### config.mk
export PLATFORM = sky130hd
export DESIGN_NAME = sw_seq_feeder
export DESIGN_NICKNAME = d
export VERILOG_FILES = /design/src/rtl/sw_seq_feeder.sv
export SDC_FILE = /design/constraint.sdc
export NUM_CORES = 1
export LEC_CHECK = 0
export CAP_MARGIN = 20
export CELL_PAD_IN_SITES_DETAIL_PLACEMENT = 1
export CELL_PAD_IN_SITES_GLOBAL_PLACEMENT = 1
export CORE_MARGIN = 1.5
export CORE_UTILIZATION = 40
export CTS_CLUSTER_SIZE = 8
export DETAILED_ROUTE_END_ITERATION = 7
export PLACE_DENSITY_LB_ADDON = 0.1
export SLEW_MARGIN = 40
export SYNTH_ARGS = -nofsm -noshare
export SYNTH_HDL_FRONTEND = slang
export SYNTH_SLANG_ARGS = --single-unit
### constraint.sdc
create_clock -name clk -period 4.4 [get_ports clk]
set_clock_uncertainty 0.15 [all_clocks]
set_input_delay 0.88 -clock clk [delete_from_list [all_inputs] [get_ports clk]]
set_output_delay 0.88 -clock clk [all_outputs]
set_load 0.03 [all_outputs]
### src/rtl/sw_seq_feeder.sv
// Purpose: source-side driver for the Smith-Waterman core; buffers the s/t
//          sequences, resets the core, streams INPUT_LENGTH symbol pairs and
//          captures the core's max score (or flags a timeout).
// Ports:   clk/reset; wr_* host buffer write port; start/busy/done/error/result
//          host control and status; sw_rst/valid/data_s/data_t to the core;
//          sw_finish/sw_max from the core. All outputs are registered.
module sw_seq_feeder #(
  parameter int INPUT_LENGTH = 256,
  parameter int ADDR_W       = 8,
  parameter int TIMEOUT_CYC  = 2048,
  parameter int SCORE_W      = 12
) (
  input  logic               clk,
  input  logic               reset,
  input  logic               wr_en,
  input  logic               wr_sel,
  input  logic [ADDR_W-1:0]  wr_addr,
  input  logic [1:0]         wr_data,
  input  logic               start,
  output logic               busy,
  output logic               done,
  output logic               error,
  output logic [SCORE_W-1:0] result,
  output logic               sw_rst,
  output logic               valid,
  output logic [1:0]         data_s,
  output logic [1:0]         data_t,
  input  logic               sw_finish,
  input  logic [SCORE_W-1:0] sw_max
);

  localparam int IDX_W = ADDR_W + 1;
  localparam int TO_W  = $clog2(TIMEOUT_CYC) + 1;

  typedef enum logic [2:0] {
    S_IDLE,
    S_CLEAR,
    S_STREAM,
    S_WAIT,
    S_DONE
  } state_t;

  state_t state, state_nxt;

  logic [1:0] sbuf [INPUT_LENGTH];
  logic [1:0] tbuf [INPUT_LENGTH];

  logic [IDX_W-1:0] idx;
  logic [IDX_W-1:0] idx_inc;
  logic [TO_W-1:0]  tcnt;
  logic             last_sym;
  logic             timeout_hit;
  logic             wr_ok;

  logic               busy_d, done_d, error_d, sw_rst_d, valid_d;
  logic [SCORE_W-1:0] result_d;
  logic [1:0]         data_s_d, data_t_d;

  assign idx_inc     = idx + IDX_W'(1);
  assign last_sym    = (idx == IDX_W'(INPUT_LENGTH - 1));
  assign timeout_hit = (tcnt == TO_W'(TIMEOUT_CYC - 1));

  // Writes are frozen for the whole run so the stream is a stable snapshot.
  // A write in the same IDLE cycle as start still lands, since busy is
  // only raised by that edge.
  assign wr_ok = wr_en && !busy && ({1'b0, wr_addr} < IDX_W'(INPUT_LENGTH));

  always_ff @(posedge clk) begin
    if (wr_ok) begin
      if (wr_sel) tbuf[wr_addr] <= wr_data;
      else        sbuf[wr_addr] <= wr_data;
    end
  end

  // State register
  always_ff @(posedge clk) begin
    if (reset) state <= S_IDLE;
    else       state <= state_nxt;
  end

  // Next-state logic
  always_comb begin
    state_nxt = state;
    case (state)
      S_IDLE:   if (start) state_nxt = S_CLEAR;
      S_CLEAR:  state_nxt = S_STREAM;
      S_STREAM: if (last_sym) state_nxt = S_WAIT;
      S_WAIT:   if (sw_finish || timeout_hit) state_nxt = S_DONE;
      S_DONE:   state_nxt = S_IDLE;
      default:  state_nxt = S_IDLE;
    endcase
  end

  // idx holds the index being presented during STREAM; tcnt counts WAIT
  // cycles and saturates rather than wrapping.
  always_ff @(posedge clk) begin
    if (reset) begin
      idx  <= '0;
      tcnt <= '0;
    end else begin
      idx  <= (state == S_STREAM) ? idx_inc : '0;
      if (state != S_WAIT)  tcnt <= '0;
      else if (tcnt != '1)  tcnt <= tcnt + TO_W'(1);
    end
  end

  // Output logic: values the output registers take at the next edge, so
  // each registered output lines up with the state it belongs to.
  always_comb begin
    busy_d   = busy;
    done_d   = done;
    error_d  = error;
    result_d = result;
    sw_rst_d = 1'b0;
    valid_d  = 1'b0;
    data_s_d = 2'b00;
    data_t_d = 2'b00;
    case (state)
      S_IDLE: begin
        if (start) begin
          busy_d   = 1'b1;
          done_d   = 1'b0;
          error_d  = 1'b0;
          result_d = '0;
          sw_rst_d = 1'b1;
        end
      end
      S_CLEAR: begin
        valid_d  = 1'b1;
        data_s_d = sbuf[0];
        data_t_d = tbuf[0];
      end
      S_STREAM: begin
        if (!last_sym) begin
          valid_d  = 1'b1;
          data_s_d = sbuf[idx_inc[ADDR_W-1:0]];
          data_t_d = tbuf[idx_inc[ADDR_W-1:0]];
        end
      end
      S_WAIT: begin
        // finish takes priority over a coinciding timeout
        if (sw_finish) begin
          result_d = sw_max;
          busy_d   = 1'b0;
          done_d   = 1'b1;
        end else if (timeout_hit) begin
          error_d  = 1'b1;
          busy_d   = 1'b0;
          done_d   = 1'b1;
        end
      end
      default: ;
    endcase
  end

  always_ff @(posedge clk) begin
    if (reset) begin
      busy   <= 1'b0;
      done   <= 1'b0;
      error  <= 1'b0;
      result <= '0;
      sw_rst <= 1'b0;
      valid  <= 1'b0;
      data_s <= 2'b00;
      data_t <= 2'b00;
    end else begin
      busy   <= busy_d;
      done   <= done_d;
      error  <= error_d;
      result <= result_d;
      sw_rst <= sw_rst_d;
      valid  <= valid_d;
      data_s <= data_s_d;
      data_t <= data_t_d;
    end
  end

endmodule

Word level (Yosys, flattened, before mapping)
Memory sizes are Yosys's and may differ from the RTL's.
Cells that the tools add are included.

word-level totals
  memories kept = 2
  input port bits = 28
  flip-flop bits (word level) = 45
  ROM bits = 0
  latch bits = 0
  memory bits (writable) = 1024
  word-level logic and storage cells = 73

cells by class
  equal/unequal tests = 14
  reductions and logical operators = 12
  $lt $le $gt $ge = 0
  multiply operators = 0
  shift operators = 0
  add/sub/neg operators = 2
  bitwise operators = 2
  divide/modulo/power cells = 0
  mux-type cells = 30

memories
  memory  words  width  rd ports  clocked after memory_dff  write ports  line  source
  sbuf    256    2      2         0                         1            45    logic [1:0] sbuf [INPUT_LENGTH];
  tbuf    256    2      2         0                         1            46    logic [1:0] tbuf [INPUT_LENGTH];

operators by type and width
  operator                                         count
  two-way mux 12 bit                               2
  one-hot mux 12 bit (2 select lines)              1
  two-way mux 1 bit                                15
  adder 12 x 1 -> 12 bit, second input constant    1
  == test 12 x 11 -> 1 bit, second input constant  1
  != test 12 bit, second input constant            1
  != test 2 bit, second input constant             6
  one-hot mux 3 bit (4 select lines)               1
  adder 9 x 1 -> 9 bit, second input constant      1
  == test 9 x 8 -> 1 bit, second input constant    1
  two-way mux 3 bit                                3
  AND reduction 3 bit                              3
  one-hot mux 1 bit (2 select lines)               4
  one-hot mux 2 bit (2 select lines)               2
  == test 3 x 2 -> 1 bit, second input constant    2
  OR reduction 2 bit                               3
  two-way mux 2 bit                                2
  AND reduction 4 bit                              1
  == test 3 x 1 -> 1 bit, second input constant    1
  logical NOT 3 bit                                1
  != test 3 x 2 -> 1 bit, second input constant    1
  != test 3 bit, second input constant             1
  inverter 1 bit                                   2
  nonzero test 2 bit                               1
  3 further kinds                                  3

Depth between registers and ports, before layout
Gate-level depths: netlist (run 1).

  depth after elaboration = 4
  gate-level depth with buffers = 12
  gate-level depth less buffers = 9

Least setup slack after synthesis (run 1)
No wires, ideal clock.

  path kind = register to register
  start = register idx[0]
  end = register data_t[1]
  period minus slack after synthesis = 2990 ps
  required time = 4128 ps
  setup time = 122 ps
  arrival time = 2718 ps
  stages on the path, launching flop included = 10
  setup slack = 1410 ps
  cells stage by stage = dfxtp_1 -> ha_1 -> buf_2 -> clkbuf_1 -> clkbuf_1 -> mux4_2 -> mux4_2 -> o2111ai_1 -> a41oi_1 -> a221o_1

between the ends
  word-level cells in the longest chain between the ends = 4
  elaborated cells between the ends (all ways) = 5

ends and longest elaborated chain
  what                                line  source
  start: declaration                  48    logic [IDX_W-1:0] idx;
  start signal: assignment            101   idx <= (state == S_STREAM) ? idx_inc : '0;
  adder 9 x 1 -> 9 bit                59    assign idx_inc = idx + IDX_W'(1);
  via idx_inc[1]                      49    logic [IDX_W-1:0] idx_inc;
  memory (256 x 2 bit)                --
  two-way mux 2 bit                   134   if (!last_sym) begin
  one-hot mux 2 bit (2 select lines)  118   case (state)
  end signal: assignment              174   data_t <= data_t_d;
  end: declaration                    27    output logic [1:0] data_t,

The timed path passes the listed nets, and every way through them passes these cells.
A chain may end at the register's enable or synchronous reset.

Worst setup path after layout (run 1)
  start = register idx[0]
  end = register data_s[1]

between the ends
  word-level cells in the longest chain between the ends = 4
  elaborated cells between the ends (all ways) = 5

ends and longest elaborated chain
  what                                line  source
  adder 9 x 1 -> 9 bit                59
  via idx_inc[1]                      49
  memory (256 x 2 bit)                --
  two-way mux 2 bit                   134
  one-hot mux 2 bit (2 select lines)  118
  end signal: assignment              173   data_s <= data_s_d;
  end: declaration                    26    output logic [1:0] data_s,

The timed path passes the listed nets, and every way through them passes these cells.

==> results.py, run 1 <==
metrics = {
    "status": {
        "status": "finished clean",
    },
    "timing": {
        "whs_ns": 0.3021,
        "setup_viol": 0,
        "fmaxAchievable_mhz": 268.2,
        "worstMarginPinSlew_ns": 0.8188,
        "period_share_pct": 84.73,
        "slew_violations": 0,
        "min_period_ns": 3.728,
        "grt_setup_unrepaired": "no",
        "max_slew_margin_pct": 45.28,
        "hold_viol": 0,
    },
    "global_route": {
        "grt_pass1_vias": 25924,
        "gr-total-overflow": 0,
        "grt_pass1_wl_um": 179600,
        "grt_max_degree": 116,
        "grt_usage_pct": 22.46,
        "antenna_found_initial": 2,
    },
    "yosys": {
        "synth_ff_type": "edfxtp_1",
        "synth-seq-cells": 1069,
        "synth_top_cells_by_area": "edfxtp_1 (71%), mux4_2 (15%), nor2_1 (4.8%)",
        "synth_commonest_cells": "edfxtp_1 (1024), nor2_1 (549), mux4_2 (287)",
        "yosysWarnings": 0,
        "synth_edf_count": 1024,
        "ys_types": 50,
        "mappedNetlistArea_um2": 43370,
        "synthArstFlopShare_pct": 0,
        "synth_seq_area_share_pct": 72.99,
        "avgSynthCellArea_um2": 17.19,
        "synth_top_cell_by_area": "edfxtp_1",
        "synth.top_cell.area_share_pct": 70.91,
        "syn_inst": 2522,
        "yosysMostFrequentCell": "edfxtp_1",
        "synth_nets": 2553,
    },
    "worst_setup_path": {
        "critical-path-slowest-cell": "ha_4",
        "timing.rr.end": "data_s[1]",
        "arrival_ns": 4.19,
        "cp_cell_sequence": "ha_4 > buf_12 > buf_12 > buf_4 > mux4_2 > mux4_2 > mux2i_1 > o211ai_1 > a221o_1",
        "cp_data_required_time_ns": 4.86,
        "slowest_delay_ns": 0.51,
        "critPathLaunch": "idx[0]",
        "startpoint_type": "flop",
        "r2r_slack_ns": 0.67,
        "critPathCaptureType": "flop",
        "crit_fanout": 33,
        "ff2ff_path_depth": 9,
        "worst-setup-path-type": "reg2reg",
        "crit_path_end": "data_s[1]",
        "r2r-start": "idx[0]",
    },
    "finish": {
        "filler_cell_count": 10022,
        "syn_to_final_growth_pct": 16.08,
        "final_cells": 4130,
        "utilization_pct": 46.89,
        "multiInputGateArea_um2": 11060,
        "num-nets-final": 2690,
        "regArea_um2": 31650,
        "drive_gt1_share_pct": 21.87,
    },
    "power_and_ir_drop": {
        "intPower_mw": 17.94,
        "power_frac_seq_pct": 49.4,
        "clkPwrFrac_pct": 46.8,
        "leakagePower_nw": 15.13,
        "power_switching_mw": 4.712,
        "comb_power_share_pct": 3.8,
        "power_density_nw_per_um2": 450.0,
        "peakVddDrop_mv": 0.3222,
        "p_sw_share_pct": 20.80,
    },
    "floorplan": {
        "die_area_um2": 110400,
        "io_pins": 49,
        "coreArea_um2": 107400,
        "die_y_um": 332.3,
        "dieWidth_um": 332.3,
        "std_cell_rows": 120,
        "start_util_pct": 40.40,
    },
    "clock_tree": {
        "h-tree-depth": 4,
        "cts_hold_buf": 0,
        "cts_tree": "yes",
        "cts-resized-gates": 0,
        "numCtsBuffers": 151,
        "clkTransAtPathRegs_ns": 0.05,
        "insertion_delay_ns": 0.74,
        "cts_buffer_depth": 3,
        "postCtsSetupBuffers": 0,
        "cts.sinks": 1069,
        "clockRootBuffer": "clkbuf_16",
    },
    "detailed_routing": {
        "initialDrtViolationCount": 1957,
        "wl_per_cell_um": 29.52,
        "drt-vias-per-instance": 5.677,
        "drtAntennaViolNets": 0,
        "wl_um": 121900,
        "drc_errors": 0,
        "dr.pass1.iters": 5,
        "vias": 23448,
    },
    "placement": {
        "dp_cells": 3909,
        "portBuffers": 48,
        "gp_congestion": 0.7780,
        "post-dp-hpwl_um": 72370,
    },
    "job": {
        "max_cap_viol_count": 0,
    },
    "hold_path": {
        "hold_path.class": "reg2reg",
    },
}
-- flip-flops by register name, summed over array words and instances, names as in the netlist --
signal  cells
sbuf      512
tbuf      512
result     12
tcnt       12
idx         9
state       3
data_s      2
data_t      2
busy        1
done        1
error       1
sw_rst      1
valid       1
-- cells by family after synthesis --
family / after synthesis / share of synthesized area [%]
buffers and inverters: 186 / 1.841
xor gates and xnor gates: 16 / 0.3231
adders and majority gates: 3 / 0.08657
AOI/OAI and AO/OA: 71 / 1.108
and+or+nand+nor: 865 / 8.171
muxes: 312 / 15.49
DFF: 1069 / 72.99
-- metrics by stage --
step / area (um^2) / setup WS [ns] / power (mW) / setup TNS [ns]
after floorplan: 43370 / 1.410 / 11.83 / 0
after global placement: 46030 / -0.001867 / 12.24 / -0.004460
after global routing: 50330 / 0.6056 / 23.31 / 0
final: 50340 / 0.6718 / 22.65 / 0
after CTS: 50330 / 0.6919 / 22.90 / 0
after detailed placement: 46080 / 0.2626 / 12.26 / 0
-- cell type report --
type                    instances  share of cell area (%)
clock inverters                 8                  0.1839
well taps                    1403                   3.487
diodes                          2                0.009943
multi-input cells            1267                   21.98
inverters                       5                 0.03728
flip-flops and latches       1069                   62.88
repair buffers                165                   3.167
clock buffers                 211                   8.250
-- worst max-delay path: cells and delay by family (launching register included) --
| family | cells | cell delay [ns] |
|---|---|---|
| buffers and inverters | 3 | 0.71 |
| AO/OA/AOI/OAI | 2 | 0.55 |
| adder cells (fa/ha/maj) | 1 | 0.51 |
| multiplexers | 3 | 1.16 |
| flip-flops | 1 | 0.45 |
-- power by group through the flow --
stage                     sequential (mW)  clock, mW  combinational (mW)
after floorplan                      11.4          0               0.447
after global placement               11.4          0               0.857
after detailed placement             11.4          0               0.875
after CTS                            11.2       10.8               0.877
after global routing                 11.2       11.2               0.923
final                                11.2       10.6               0.859
-- how the worst min path moves through the flow --
stage | start | to | slack [ns] | cells after the start
global route | result[7] | result[7] | 0.33 | 2
floorplan | sbuf[0][1] | data_s[1] | 0.32 | 1
global placement | result[7] | result[7] | 0.29 | 2
finish | result[3] | result[3] | 0.30 | 2
detailed placement | result[4] | result[4] | 0.30 | 2
CTS | result[4] | result[4] | 0.31 | 2
-- routing by layer --
metal | up-vias | GRT usage (%) | routed length (um)
li1 | 10063 | - | -
met1 | 12648 | 30.90 | 53120
met2 | 575 | 37.59 | 61050
met3 | 162 | 3.316 | 5478
met4 | 0 | 5.680 | 2262
met5 | - | 0 | 0
-- layout by cell type (no fill, tap or decap), drive strengths merged, types with 24 or more instances in the layout --
master            n
edfxtp         1024
nor2            549
mux4            287
clkbuf          211
nand2           153
buf             119
nand3            91
clkdlybuf4s50    46
dfxtp            45
nand4            31
mux2i            24
Note: power is estimated with default switching activity, not from simulation.
==> run 2: changes to the inputs <==
clock period = 3.84 ns   (was 4.4 ns; I/O delays follow)
==> run 2 against run 1 <==
Effect of this change:
- cell count is 0.92% higher
- register-to-register slack worse by 0.43 ns
- non-clock buffer count is 34 higher
- utilization is 0.33 points higher
- global-route usage is 0.25 points higher
- critical path depth is 2 lower
- largest cell class unchanged
- largest power group unchanged
==> results.py, run 2 (synthesized netlist as in run 1, its figures left out) <==
metrics = {
    "power_and_ir_drop": {
        "clkPwrFrac_pct": 46.8,
        "comb_power_share_pct": 3.9,
        "leakagePower_nw": 15.33,
        "peakVddDrop_mv": 0.3826,
        "p_sw_share_pct": 20.78,
        "power_density_nw_per_um2": 512.8,
        "total_power_mw": 25.99,
        "intPower_mw": 20.59,
        "power_frac_seq_pct": 49.3,
        "power_switching_mw": 5.400,
    },
    "timing": {
        "max_slew_margin_pct": 39.87,
        "fmaxAchievable_mhz": 278.2,
        "min_period_ns": 3.594,
        "period_share_pct": 93.60,
        "grt_setup_unrepaired": "no",
        "worstMarginPinSlew_ns": 0.8986,
        "slew_violations": 0,
        "setup_viol": 0,
        "hold_viol": 0,
        "fin_setup_tns_ns": 0,
    },
    "placement": {
        "portBuffers": 48,
        "dp_cells": 3943,
        "post-dp-hpwl_um": 73870,
        "gp_congestion": 0.7819,
        "place_area_um2": 46410,
    },
    "clock_tree": {
        "cts.sinks": 1069,
        "insertion_delay_ns": 0.74,
        "clockRootBuffer": "clkbuf_16",
        "clkTransAtPathRegs_ns": 0.06,
        "cts_buffer_depth": 3,
        "h-tree-depth": 4,
        "cts_tree": "yes",
        "postCtsSetupBuffers": 0,
        "cts-resized-gates": 0,
        "numCtsBuffers": 151,
        "cts_hold_buf": 0,
    },
    "detailed_routing": {
        "drt-vias-per-instance": 5.688,
        "wl_per_cell_um": 29.55,
        "dr.pass1.iters": 5,
        "drc_errors": 0,
        "wl_um": 123100,
        "vias": 23708,
        "initialDrtViolationCount": 1884,
        "drtAntennaViolNets": 0,
    },
    "finish": {
        "num-nets-final": 2724,
        "syn_to_final_growth_pct": 16.88,
        "layout_commonest_cell": "edfxtp_1",
        "drive_gt1_share_pct": 22.51,
        "reg_top3": "sbuf: 512 flops, tbuf: 512 flops",
        "fin_area_um2": 50690,
        "final_cell_mix": "edfxtp_1 (1024), nor2_1 (548), mux4_2 (287), clkbuf_16 (158), nand2_1 (153)",
        "final_cells": 4168,
        "utilization_pct": 47.21,
    },
    "global_route": {
        "grt_usage_pct": 22.71,
        "gr-total-overflow": 0,
        "grt_max_degree": 117,
        "grt_pass1_vias": 26055,
        "grt_pass1_wl_um": 180400,
        "antenna_found_initial": 4,
    },
    "worst_setup_path": {
        "cp_data_required_time_ns": 4.29,
        "worst-setup-path-type": "reg2reg",
        "startpoint_type": "flop",
        "crit_fanout": 79,
        "arrival_ns": 4.04,
        "critPathCaptureType": "flop",
        "ff2ff_path_depth": 7,
    },
    "floorplan": {
        "die_y_um": 332.3,
        "std_cell_rows": 120,
        "coreArea_um2": 107400,
        "dieWidth_um": 332.3,
        "start_util_pct": 40.40,
        "die_area_um2": 110400,
        "io_pins": 49,
    },
    "hold_path": {
        "hold_path.class": "reg2reg",
        "whs_path_depth": 2,
    },
    "status": {
        "status": "finished clean",
    },
    "job": {
        "max_cap_viol_count": 0,
    },
}
==> run 2: cell types whose count changed in the layout (fill, tap and decap cells not counted), sizes merged <==
| cell | change |
|---|---|
| clkinv | +3 |
| clkbuf | +4 |
| buf | +34 |
| inv | -3 |
==> run 2: final cells by class <==
| type | count | area [um^2] |
|---|---|---|
| Timing Repair Buffer | 199 | 1937 |
| Clock inverter | 8 | 103.9 |
| Antenna cell | 2 | 5.005 |
| Fill cell | 10034 | 56670 |
| Multi-Input combinational cell | 1267 | 11040 |
| Clock buffer | 215 | 4168 |
| Tap cell | 1403 | 1755 |
| Inverter | 5 | 18.77 |
| Sequential cell | 1069 | 31650 |
==> run 2: critical path: stages, from the launching register on <==
cell      delay (ns)
dfxtp_4         0.42
buf_12          0.49
mux4_2          0.61
mux4_2          0.50
mux2i_1         0.36
o22a_1          0.25
o211ai_1        0.14
a221o_1         0.43
==> run 2: through the flow <==
step | setup slack [ns] | hold slack, ns
CTS | 0.1978 | 0.3096
global placement | 0.1193 | 0.2876
global route | 0.09363 | 0.3368
finish | 0.2457 | 0.3010
floorplan | 0.8498 | 0.3199
detailed placement | 0.2051 | 0.3023
==> run 2: worst paths after layout <==
check / from / to / slack (ns)
hold / removal: result[8] / result[8] / 0.30
setup reg to reg: idx[0] / data_s[1] / 0.25
hold reg to reg: result[8] / result[8] / 0.30
setup / recovery: idx[0] / data_s[1] / 0.25
==> run 2: layer usage <==
metal / vias to the layer above / GRT usage [%] / part of all wire [%] / wire, um
met1: 12720 / 30.28 / 42 / 52340
met4: 4 / 8.384 / 3.3 / 4087
met2: 633 / 36.91 / 49 / 60140
met3: 224 / 4.612 / 5.3 / 6555
li1: 10127 / - / - / -
met5: - / 0 / 0.022 / 27
==> run 2: power by group through the flow <==
stage / sequential [mW] / clock, mW / combinational [mW]
final: 12.8 / 12.2 / 1.00
after floorplan: 13.0 / 0 / 0.512
after global placement: 13.0 / 0 / 1.00
after global routing: 12.8 / 12.9 / 1.08
after CTS: 12.8 / 12.5 / 1.02
after detailed placement: 13.0 / 0 / 1.02
